[config.mk]
export PLATFORM = sky130hd
export DESIGN_NAME = byp_hzd_ctrl
export DESIGN_NICKNAME = d
export VERILOG_FILES = /design/src/rtl/byp_hzd_ctrl_pkg.sv /design/src/rtl/byp_hzd_ctrl_port_cmp.sv /design/src/rtl/byp_hzd_ctrl.sv
export SDC_FILE = /design/constraint.sdc
export NUM_CORES = 1
export LEC_CHECK = 0
export CAP_MARGIN = 0
export CORE_MARGIN = 3
export CORE_UTILIZATION = 50
export CTS_CLUSTER_SIZE = 20
export DETAILED_ROUTE_END_ITERATION = 10
export GPL_TIMING_DRIVEN = 0
export HOLD_SLACK_MARGIN = 0.05
export MAX_ROUTING_LAYER = met4
export PLACE_DENSITY = 0.83
export SLEW_MARGIN = 20
export SYNTH_ARGS = -nofsm -noshare
export SYNTH_HDL_FRONTEND = slang
export SYNTH_SLANG_ARGS = --single-unit
[constraint.sdc]
create_clock -name clk -period 5.3 [get_ports clk]
set_input_delay 1.06 -clock clk [delete_from_list [all_inputs] [get_ports clk]]
set_output_delay 1.06 -clock clk [all_outputs]
set_load 0.02 [all_outputs]
[src/rtl/byp_hzd_ctrl_pkg.sv]
// Shared constants and types for the ID-stage forwarding/hazard controller.
// Optional build macro: BYP_HZD_R0_ZERO_EN (register 0 is hard-wired zero).
`timescale 1ns/1ps
package byp_hzd_ctrl_pkg;

   localparam int REG_AW_DEF = 5;
   localparam int ZERO_REG   = 0;

   // Write/load status that travels with a destination register down the pipe.
   typedef struct packed {
      logic we;
      logic ld;
   } trk_flags_t;

   localparam trk_flags_t TRK_BUBBLE = '{we: 1'b0, ld: 1'b0};

endpackage

[src/rtl/byp_hzd_ctrl_port_cmp.sv]
// Per-port comparator: EX/DM bypass next-state and the load-use term for one RF read port.
// Optional build macro: BYP_HZD_R0_ZERO_EN (compares against register 0 are forced false).
`timescale 1ns/1ps
module byp_port_cmp
   import byp_hzd_ctrl_pkg::*;
#(
   parameter int REG_AW = REG_AW_DEF
) (
   input  logic [REG_AW-1:0] src_addr,
   input  logic              re,
   input  logic [REG_AW-1:0] dst_id_ex,
   input  logic              we_id_ex,
   input  logic              ld_id_ex,
   input  logic [REG_AW-1:0] dst_ex_dm,
   input  logic              we_ex_dm,
   output logic              byp_ex_nxt,
   output logic              byp_dm_nxt,
   output logic              lu_term
);

   logic hit_id_ex;
   logic hit_ex_dm;
   logic src_valid;

`ifdef BYP_HZD_R0_ZERO_EN
   // Register 0 always reads as zero, so it can never be a forwarding target.
   assign src_valid = re & (src_addr != REG_AW'(ZERO_REG));
`else
   assign src_valid = re;
`endif

   assign hit_id_ex = src_valid & (src_addr == dst_id_ex);
   assign hit_ex_dm = src_valid & (src_addr == dst_ex_dm);

   // A load in ID_EX has no result to forward yet; it becomes a stall instead.
   assign byp_ex_nxt = hit_id_ex & we_id_ex & ~ld_id_ex;
   assign byp_dm_nxt = hit_ex_dm & we_ex_dm;
   assign lu_term    = hit_id_ex & we_id_ex & ld_id_ex;

endmodule

[src/rtl/byp_hzd_ctrl.sv]
// ID-stage forwarding and load-use hazard controller for the 5-stage core.
// Optional build macro: BYP_HZD_R0_ZERO_EN (register 0 never bypasses or stalls).
`timescale 1ns/1ps
module byp_hzd_ctrl
   import byp_hzd_ctrl_pkg::*;
#(
   parameter int REG_AW = REG_AW_DEF
) (
   input  logic              clk,
   input  logic              rst_n,
   input  logic [REG_AW-1:0] src0_addr_ID,
   input  logic [REG_AW-1:0] src1_addr_ID,
   input  logic              re0_ID,
   input  logic              re1_ID,
   input  logic [REG_AW-1:0] dst_addr_ID,
   input  logic              we_ID,
   input  logic              ld_ID,
   input  logic              stall_pipe,
   input  logic              flush_ID_EX,
   output logic              byp0_EX,
   output logic              byp0_DM,
   output logic              byp1_EX,
   output logic              byp1_DM,
   output logic              load_use_stall
);

   logic [REG_AW-1:0] dst_id_ex;
   logic [REG_AW-1:0] dst_ex_dm;
   trk_flags_t        flg_id_ex;
   logic              we_ex_dm;

   logic byp0_ex_nxt;
   logic byp0_dm_nxt;
   logic byp1_ex_nxt;
   logic byp1_dm_nxt;
   logic lu0;
   logic lu1;
   logic bubble;

   byp_port_cmp #(.REG_AW(REG_AW)) u_cmp0 (
      .src_addr   (src0_addr_ID),
      .re         (re0_ID),
      .dst_id_ex  (dst_id_ex),
      .we_id_ex   (flg_id_ex.we),
      .ld_id_ex   (flg_id_ex.ld),
      .dst_ex_dm  (dst_ex_dm),
      .we_ex_dm   (we_ex_dm),
      .byp_ex_nxt (byp0_ex_nxt),
      .byp_dm_nxt (byp0_dm_nxt),
      .lu_term    (lu0)
   );

   byp_port_cmp #(.REG_AW(REG_AW)) u_cmp1 (
      .src_addr   (src1_addr_ID),
      .re         (re1_ID),
      .dst_id_ex  (dst_id_ex),
      .we_id_ex   (flg_id_ex.we),
      .ld_id_ex   (flg_id_ex.ld),
      .dst_ex_dm  (dst_ex_dm),
      .we_ex_dm   (we_ex_dm),
      .byp_ex_nxt (byp1_ex_nxt),
      .byp_dm_nxt (byp1_dm_nxt),
      .lu_term    (lu1)
   );

   assign load_use_stall = lu0 | lu1;
   // A flush coinciding with a load-use still inserts only one bubble.
   assign bubble         = flush_ID_EX | load_use_stall;

   // EX_DM tracking always advances from ID_EX unless the whole pipe is frozen.
   always_ff @(posedge clk or negedge rst_n) begin
      if (!rst_n) begin
         dst_ex_dm <= '0;
         we_ex_dm  <= 1'b0;
      end else if (!stall_pipe) begin
         dst_ex_dm <= dst_id_ex;
         we_ex_dm  <= flg_id_ex.we;
      end
   end

   always_ff @(posedge clk or negedge rst_n) begin
      if (!rst_n) begin
         dst_id_ex <= '0;
         flg_id_ex <= TRK_BUBBLE;
      end else if (!stall_pipe) begin
         if (bubble) begin
            dst_id_ex <= '0;
            flg_id_ex <= TRK_BUBBLE;
         end else begin
            dst_id_ex <= dst_addr_ID;
            flg_id_ex <= '{we: we_ID, ld: ld_ID};
         end
      end
   end

   // Bypass flags are flopped alongside the RF read data so they line up in EX.
   always_ff @(posedge clk or negedge rst_n) begin
      if (!rst_n) begin
         byp0_EX <= 1'b0;
         byp0_DM <= 1'b0;
         byp1_EX <= 1'b0;
         byp1_DM <= 1'b0;
      end else if (!stall_pipe) begin
         if (bubble) begin
            byp0_EX <= 1'b0;
            byp0_DM <= 1'b0;
            byp1_EX <= 1'b0;
            byp1_DM <= 1'b0;
         end else begin
            byp0_EX <= byp0_ex_nxt;
            byp0_DM <= byp0_dm_nxt;
            byp1_EX <= byp1_ex_nxt;
            byp1_DM <= byp1_dm_nxt;
         end
      end
   end

endmodule

Word-level counts from Yosys, hierarchy flattened. Cells that the tools add are included.

Flip-flop bits (word level): 17. Input port bits: 23. Output and inout bits: 5. Logic and storage cells: 34.

Mux-type cells: 6. Bitwise logic cells: 15. Eq/ne operators: 4.

Operators by type and width (count): 5-bit equality test (4); 1-bit AND (12); 5-bit 2-to-1 mux (1); 1-bit 2-to-1 mux (4); 2-bit 2-to-1 mux (1); 1-bit bitwise OR (2); 1-bit inverter (1).

Logic depth before layout (Yosys ltp). Gate-level depths: netlist (run 1).

Depth after elaboration: 7. Mapped depth: 4. Mapped depth without buffers: 4.

Cells and area by module. From an unflattened synthesis (run 1), not the netlist that was laid out.

Cell total of the unflattened synthesis: 87. Area, all modules: 1012.2 µm².

Modules (own cells, without submodules): byp_hzd_ctrl (instances 1, cells each 51, area an instance 752.0 µm², sequential area each 425.4 µm²); byp_port_cmp (instances 2, cells each 18, area an instance 130.1 µm², sequential area each 0.0 µm²).

Worst setup path after synthesis (run 1). Ideal clock, no wire load.

Path type: input to output. Start point: input src0_addr_ID[1]. End point: output load_use_stall. Stages on the path: 4. Path buffers: 0. Path slack: 1.956 ns. Data arrival time: 2.284 ns. Cell sequence: xor2_1 > or4_4 > nor3_4 > or2_1.

Longest elaborated chain between the ends: 5.

Ends and longest elaborated chain: start, declared (line byp_hzd_ctrl.sv:11) `input logic [REG_AW-1:0] src0_addr_ID,`; 5-bit equality test (line byp_hzd_ctrl_port_cmp.sv:32) `assign hit_id_ex = src_valid & (src_addr == dst_id_ex);`; 1-bit AND (line byp_hzd_ctrl_port_cmp.sv:32); 1-bit AND (2 in a row) (line byp_hzd_ctrl_port_cmp.sv:38) `assign lu_term = hit_id_ex & we_id_ex & ld_id_ex;`; 1-bit bitwise OR (line byp_hzd_ctrl.sv:66) `assign load_use_stall = lu0 | lu1;`; end, declared (line byp_hzd_ctrl.sv:24) `output logic load_use_stall`.

Every way passes these cells.

Final worst setup path (run 1). Ends and elaborated chain as after synthesis.

==> impl_metrics.csv, run 1 <==
group,metric,value,unit
status,status,"completed",
sta,fin_ws,0.8498,ns
sta,hold_viol,0,
logic_synthesis,synth_top_area_frac,0.4365,
floorplan,fp.dieW,50.15,um
layout,multi_input_area,529.3,sq um
detailed_routing,viasPerCell,5.455,
power,powerDensity,217.1,nW/um^2
grt,grt_overflow,0,
clocking,cts-buffers-inserted,3,
clocking,cts-root-buf,"clkbuf_4",
detailed_routing,antenna_left,0,
clocking,cts_resized,0,
logic_synthesis,syn_avg_cell_area,10.95,sq um
detailed_routing,routedWlPerCell,14.92,um
setup_path,r2r-end,"flg_id_ex[0]",
power,p_clk_frac,0.254,
sta,slew-limit-headroom,0.4814,
logic_synthesis,synth_warnings,0,
power,vdd_drop_max,0.1873,mV
layout,diodes,0,
floorplan,fp-row-count,15,
run,max-cap-violations,0,
grt,grt_max_degree,18,
hold_path,holdPathStages,2,
setup_path,required,4.24,ns
setup_path,startpoint,"src0_addr_ID[1]",
logic_synthesis,syn_area,974.7,sq um
detailed_routing,via_count,791,
layout,drive_above_1_share,0.1583,
logic_synthesis,synth_area_leaders,"dfrtp_1 44%, xor2_1 9.9%, xnor2_1 8.1%",
floorplan,die_y,50.15,um
sta,slew_violations,0,
power,swShare,0.2758,
power,p_int,0.0002056,W
hold_path,min_path_type,"reg2reg",
floorplan,initial_core_util,0.5467,
clocking,cts_sinks,17,
setup_path,cp.arrival,3.39,ns
sta,worstMarginPinSlew,0.7755,ns
logic_synthesis,ys_seq_area_frac,0.4365,
placed_design,io_buffers,27,
power,p_comb_frac,0.220,
setup_path,worst_setup_path_end_kind,"output pin",
grt,grt_usage,0.1969,
setup_path,path_max_fanout,10,
logic_synthesis,synth_top_area_cell,"dfrtp_1",
setup_path,reg2reg_slack,3.48,ns
clocking,worstSkewPairLatency,0.30,ns
placed_design,placed_cell_area,1276,sq um
clocking,clk_path_buf_depth,2,
power,p_switching,0.00007829,W
detailed_routing,firstDrtPassIters,4,
detailed_routing,drt_iter0_markers,11,
layout,area_delta_synth_final,34.15,%
placed_design,place_hpwl,1669,um
clocking,cts_hold_buf,0,
sta,min_period,4.450,ns
grt,grt_pass1_wl,3636,um
placed_design,place_ws,0.6676,ns
hold_path,hp-start,"byp0_DM",
detailed_routing,drc_errors,0,
hold_path,min_to,"byp0_DM",
placed_design,routabilityCongestion,0.8726,
power,p_leak,0.5351,nW
clocking,cts-htree-levels,1,
sta,fmax,224.7,MHz
layout,fin_util,0.7333,
floorplan,io_pins,28,
sta,fin_skew,0.005249,ns
floorplan,fp.dieArea,2515,sq um
setup_path,path_class,"in2out",
sta,grt_setup_unrepaired,"no",
clocking,clkTransAtPathRegs,0.10,ns
power,pwr-share-seq,0.526,
logic_synthesis,synth.distinct_cells,21,
grt,grt_pass1_vias,825,
clocking,post-cts-setup-buffers,0,
sta,fin_tns_setup,0,ns
sta,fin_crit_sh,0.8397,
layout,final_area,1308,sq um
logic_synthesis,synth_fp_nets,112,
sta,setup_viol,0,
layout,final_nets,144,
logic_synthesis,syn_inst,89,
setup_path,cp-start-kind,"input port",
detailed_routing,drt-total-wl,2163,um
floorplan,core,1783,sq um
clocking,cts_tree,"built",
logic_synthesis,synth-seq-cells,17,
layout,seq_area,425.4,sq um
layout,fillers,134,
setup_path,ff2ff_path_depth,4,
grt,antenna_found_initial,0,
setup_path,rr_startpoint,"dst_id_ex[1]",
-- stage by stage --
stage / power, W / cells / hold slack, ns
4_1_cts: 0.0002839 / 145 / 0.5023
6_report: 0.0002839 / 145 / 0.4972
3_3_place_gp: 0.0002123 / 141 / 0.4713
5_1_grt: 0.0002954 / 145 / 0.5262
2_1_floorplan: 0.0001837 / 89 / 0.4671
3_5_place_dp: 0.0002140 / 141 / 0.4780
-- layout make-up --
| type | count | area share |
|---|---|---|
| Buffer | 2 | 0.005742 |
| Clock buffer | 4 | 0.02010 |
| Inverter | 1 | 0.01340 |
| Multi-Input combinational cell | 69 | 0.4048 |
| Sequential cell | 17 | 0.3254 |
| Tap cell | 25 | 0.02392 |
| Timing Repair Buffer | 27 | 0.2067 |
-- routing by layer --
metal / vias to the layer above / global-route usage / share of wire
met4: 0 / 0.05530 / 0.010
met2: 22 / 0.3283 / 0.48
met3: 3 / 0.04451 / 0.055
met5: - / - / 0
met1: 384 / 0.2385 / 0.45
li1: 382 / - / -
-- cell usage in the layout, fill, tap and decap left out --
master | synthesis | routed
a22o_1 | 2 | 2
bufinv_8 | 1 | 1
clkbuf_1 | 2 | 3
clkbuf_4 | 0 | 3
clkdlybuf4s50_1 | 0 | 27
dfrtp_1 | 17 | 17
mux2_2 | 6 | 6
nand2_1 | 11 | 11
nand2b_1 | 1 | 1
nand3_1 | 1 | 1
nand4_1 | 3 | 3
nor2_1 | 2 | 2
nor3_1 | 2 | 1
nor3_2 | 0 | 1
nor3_4 | 1 | 1
nor3b_1 | 1 | 1
nor4_1 | 2 | 2
o31ai_1 | 8 | 8
o41ai_1 | 1 | 1
or2_1 | 1 | 1
or3b_2 | 6 | 6
or4_4 | 1 | 1
xnor2_1 | 9 | 9
xor2_1 | 11 | 11
-- kinds of logic after synthesis --
family / after synthesis / share of synthesized area
AOI/OAI and AO/OA: 11 / 0.08858
DFF: 17 / 0.4365
buffers and inverters: 3 / 0.02568
xor gates and xnor gates: 20 / 0.1797
muxes: 6 / 0.06931
and+or+nand+nor: 32 / 0.2003
-- synth_stat cells, drive strengths merged --
cell type and count:
or2 1, nor4 2, dfrtp 17, xnor2 9, a22o 2, nor3b 1, o31ai 8, xor2 11
or3b 6, clkbuf 2, nand4 3, nand2 11, nor3 3, nor2 2, nand3 1, or4 1
nand2b 1, bufinv 1, o41ai 1, mux2 6
-- worst max path at each step --
stage / endpoint / slack [ns] / depth (start not counted)
2_1_floorplan: load_use_stall / 1.96 / 4
5_1_grt: load_use_stall / 0.75 / 6
3_5_place_dp: load_use_stall / 0.67 / 6
6_report: load_use_stall / 0.85 / 6
4_1_cts: load_use_stall / 0.65 / 6
3_3_place_gp: load_use_stall / 0.68 / 6
-- power by group through the flow --
stage	Combinational, W	Sequential (W)	Clock (W)
final	0.0000624	0.000149	0.0000722
after global routing	0.0000682	0.000151	0.0000767
after CTS	0.0000626	0.000149	0.0000721
after detailed placement	0.0000621	0.000152	0
after global placement	0.0000609	0.000151	0
after floorplan	0.0000342	0.000150	0
-- registers in the layout, summed over array words and instances, names as in the netlist --
signal,flops
byp1_EX,1
flg_id_ex,2
byp1_DM,1
we_ex_dm,1
dst_id_ex,5
dst_ex_dm,5
byp0_DM,1
byp0_EX,1
-- worst max-delay path, stage by stage --
cell and delay [ns]:
clkdlybuf4s50_1 0.45, xor2_1 0.18, or4_4 0.55, nor3_4 0.39, or2_1 0.16, clkdlybuf4s50_1 0.60
Power figures use the tool's default switching activity.
==> run 2, diff against run 1 <==
--- a/config.mk
+++ b/config.mk
@@ -7,13 +7,13 @@
 export LEC_CHECK = 0
 export CAP_MARGIN = 0
 export CORE_MARGIN = 3
-export CORE_UTILIZATION = 50
+export CORE_UTILIZATION = 46
 export CTS_CLUSTER_SIZE = 20
 export DETAILED_ROUTE_END_ITERATION = 10
 export GPL_TIMING_DRIVEN = 0
 export HOLD_SLACK_MARGIN = 0.05
 export MAX_ROUTING_LAYER = met4
-export PLACE_DENSITY = 0.83
+export PLACE_DENSITY = 0.78
 export SLEW_MARGIN = 20
 export SYNTH_ARGS = -nofsm -noshare
 export SYNTH_HDL_FRONTEND = slang
==> constraint.sdc (replaced) <==
create_clock -name clk -period 4.7 [get_ports clk]
set_input_delay 0.94 -clock clk [delete_from_list [all_inputs] [get_ports clk]]
set_output_delay 0.94 -clock clk [all_outputs]
set_load 0.02 [all_outputs]
==> run 2 against run 1 <==
Net effect: die area rose by 7.6%; wire length rose by 0.14%; worst setup slack got worse by 0.36 ns; largest cell class unchanged; critical path depth did not move; cell count rose by 1.4%; sequential power rose by 13%; clock skew fell by 0.0047 ns; cell area rose by 0.19%; via count rose by 1.0%; clock power rose by 10%; power rose by 12%.
==> impl_metrics.csv, run 2 (synthesis results as in run 1) <==
group,metric,value,unit
status,status,"completed",
placed_design,routabilityCongestion,0.9229,
clocking,cts-buffers-inserted,3,
layout,final_cell_mix,"27 x clkdlybuf4s50_1, 17 x dfrtp_1, 11 x nand2_1, 11 x xor2_1, 9 x xnor2_1",
run,max-cap-violations,0,
layout,final_common_cell,"clkdlybuf4s50_1",
detailed_routing,firstDrtPassIters,4,
layout,fillers,158,
detailed_routing,viasPerCell,5.435,
clocking,cts_tree,"built",
grt,antenna_found_initial,0,
sta,min_period,4.210,ns
floorplan,io_pins,28,
layout,final_cells,147,
clocking,cts_resized,0,
floorplan,fp.dieArea,2707,sq um
sta,hold_viol,0,
clocking,cts_sinks,17,
placed_design,io_buffers,27,
clocking,clkTransAtPathRegs,0.10,ns
setup_path,worst_setup_path_end_kind,"output pin",
setup_path,reg2reg_slack,2.88,ns
clocking,cts-root-buf,"clkbuf_4",
layout,final_nets,144,
sta,fin_tns_setup,0,ns
grt,grt_overflow,0,
sta,grt_setup_unrepaired,"no",
placed_design,dp_cells,143,
layout,final_area,1310,sq um
detailed_routing,antenna_left,0,
sta,fin_ws,0.4898,ns
detailed_routing,routedWlPerCell,14.73,um
layout,fin_util,0.6610,
clocking,clk_path_buf_depth,2,
detailed_routing,via_count,799,
setup_path,crit_chain,"clkdlybuf4s50_1 -> xor2_1 -> or4_4 -> nor3_4 -> or2_1 -> clkdlybuf4s50_1",
setup_path,path_class,"in2out",
sta,fmax,237.5,MHz
setup_path,cp-start-kind,"input port",
placed_design,placed_cell_area,1279,sq um
floorplan,die_y,52.03,um
layout,area_delta_synth_final,34.40,%
setup_path,path_max_fanout,10,
detailed_routing,drt_iter0_markers,9,
layout,drive_above_1_share,0.1583,
placed_design,place_ws,0.2871,ns
sta,slew_violations,0,
layout,multi_input_area,529.3,sq um
setup_path,critPathMaxStageDelay,0.60,ns
hold_path,min_path_type,"reg2reg",
placed_design,place_hpwl,1639,um
clocking,worstSkewPairLatency,0.29,ns
sta,worstMarginPinSlew,0.7699,ns
detailed_routing,drc_errors,0,
clocking,cts_hold_buf,0,
setup_path,slowest_stage,"clkdlybuf4s50_1",
grt,grt_pass1_vias,804,
layout,seq_area,425.4,sq um
setup_path,cp_common_cell,"clkdlybuf4s50_1",
clocking,post-cts-setup-buffers,0,
layout,largestRegisters,"dst_ex_dm: 5 flops, dst_id_ex: 5 flops, flg_id_ex: 2 flops",
power,powerDensity,242.4,nW/um^2
floorplan,core,1982,sq um
setup_path,required,3.76,ns
sta,setup_viol,0,
power,vdd_drop_max,0.1818,mV
sta,slew-limit-headroom,0.4851,
detailed_routing,drt-total-wl,2166,um
grt,grt_pass1_wl,3588,um
grt,grt_max_degree,18,
sta,fin_crit_sh,0.8958,
floorplan,fp-row-count,16,
setup_path,cp.arrival,3.27,ns
layout,diodes,0,
clocking,cts-htree-levels,1,
sta,fin_skew,0.0004990,ns
floorplan,fp.dieW,52.03,um
grt,grt_usage,0.1882,
floorplan,initial_core_util,0.4918,
power,p_leak,0.5351,nW
==> run 2: cell counts in the layout (fill, tap and decap cells not counted) <==
Identical to the previous run, type by type.
==> run 2: worst paths after layout <==
check / startpoint / cells past startpoint / endpoint
max: src0_addr_ID[1] / 6 / load_use_stall
min: byp1_DM / 2 / byp1_DM
max reg2reg: dst_id_ex[1] / 4 / flg_id_ex[1]
min reg2reg: byp1_DM / 2 / byp1_DM
max in group asynchronous: rst_n / 1 / byp0_DM
min in group asynchronous: rst_n / 1 / dst_ex_dm[4]
==> run 2: metrics by stage <==
stage,hold WS (ns),power [W]
global placement,0.4709,0.0002394
detailed placement,0.4688,0.0002414
CTS,0.4924,0.0003196
floorplan,0.4671,0.0002072
finish,0.4885,0.0003176
global route,0.5152,0.0003351
==> run 2: final cells by class <==
cell class | instances | area share
flip-flops and latches | 17 | 0.3247
repair buffers | 27 | 0.2063
inverters | 1 | 0.01337
clock buffers | 4 | 0.02006
plain buffers | 2 | 0.005731
well taps | 27 | 0.02579
multi-input cells | 69 | 0.4040
==> run 2: routing by layer <==
metal	vias to the layer above	global-route usage	routed length [um]
met5	-	-	0
met4	0	0.07860	33
met3	5	0.04011	137
met2	28	0.2887	1003
met1	385	0.2404	992
li1	381	-	-
==> run 2: worst max-delay path: cells and delay by family <==
family	cells	cell delay, ns
xor+xnor	1	0.18
buf+inv	2	1.04
simple gates	3	1.11
==> run 2: report_power, final <==
| group | total (W) | switching [W] | leakage, nW | internal [W] |
|---|---|---|---|---|
| sequential | 0.000168 | 0.0000114 | 0.225 | 0.000157 |
| combinational | 0.0000701 | 0.0000281 | 0.295 | 0.0000421 |
| clock | 0.0000794 | 0.0000464 | 0.0150 | 0.0000330 |
| total | 0.000318 | 0.0000859 | 0.535 | 0.000232 |
==> run 3, diff against run 2 <==
--- a/config.mk
+++ b/config.mk
@@ -18,3 +18,4 @@
 export SYNTH_ARGS = -nofsm -noshare
 export SYNTH_HDL_FRONTEND = slang
 export SYNTH_SLANG_ARGS = --single-unit
+export TNS_END_PERCENT = 10
==> results of run 3 <==
Same layout as run 2: the final DEF is identical, and so are final timing and power.
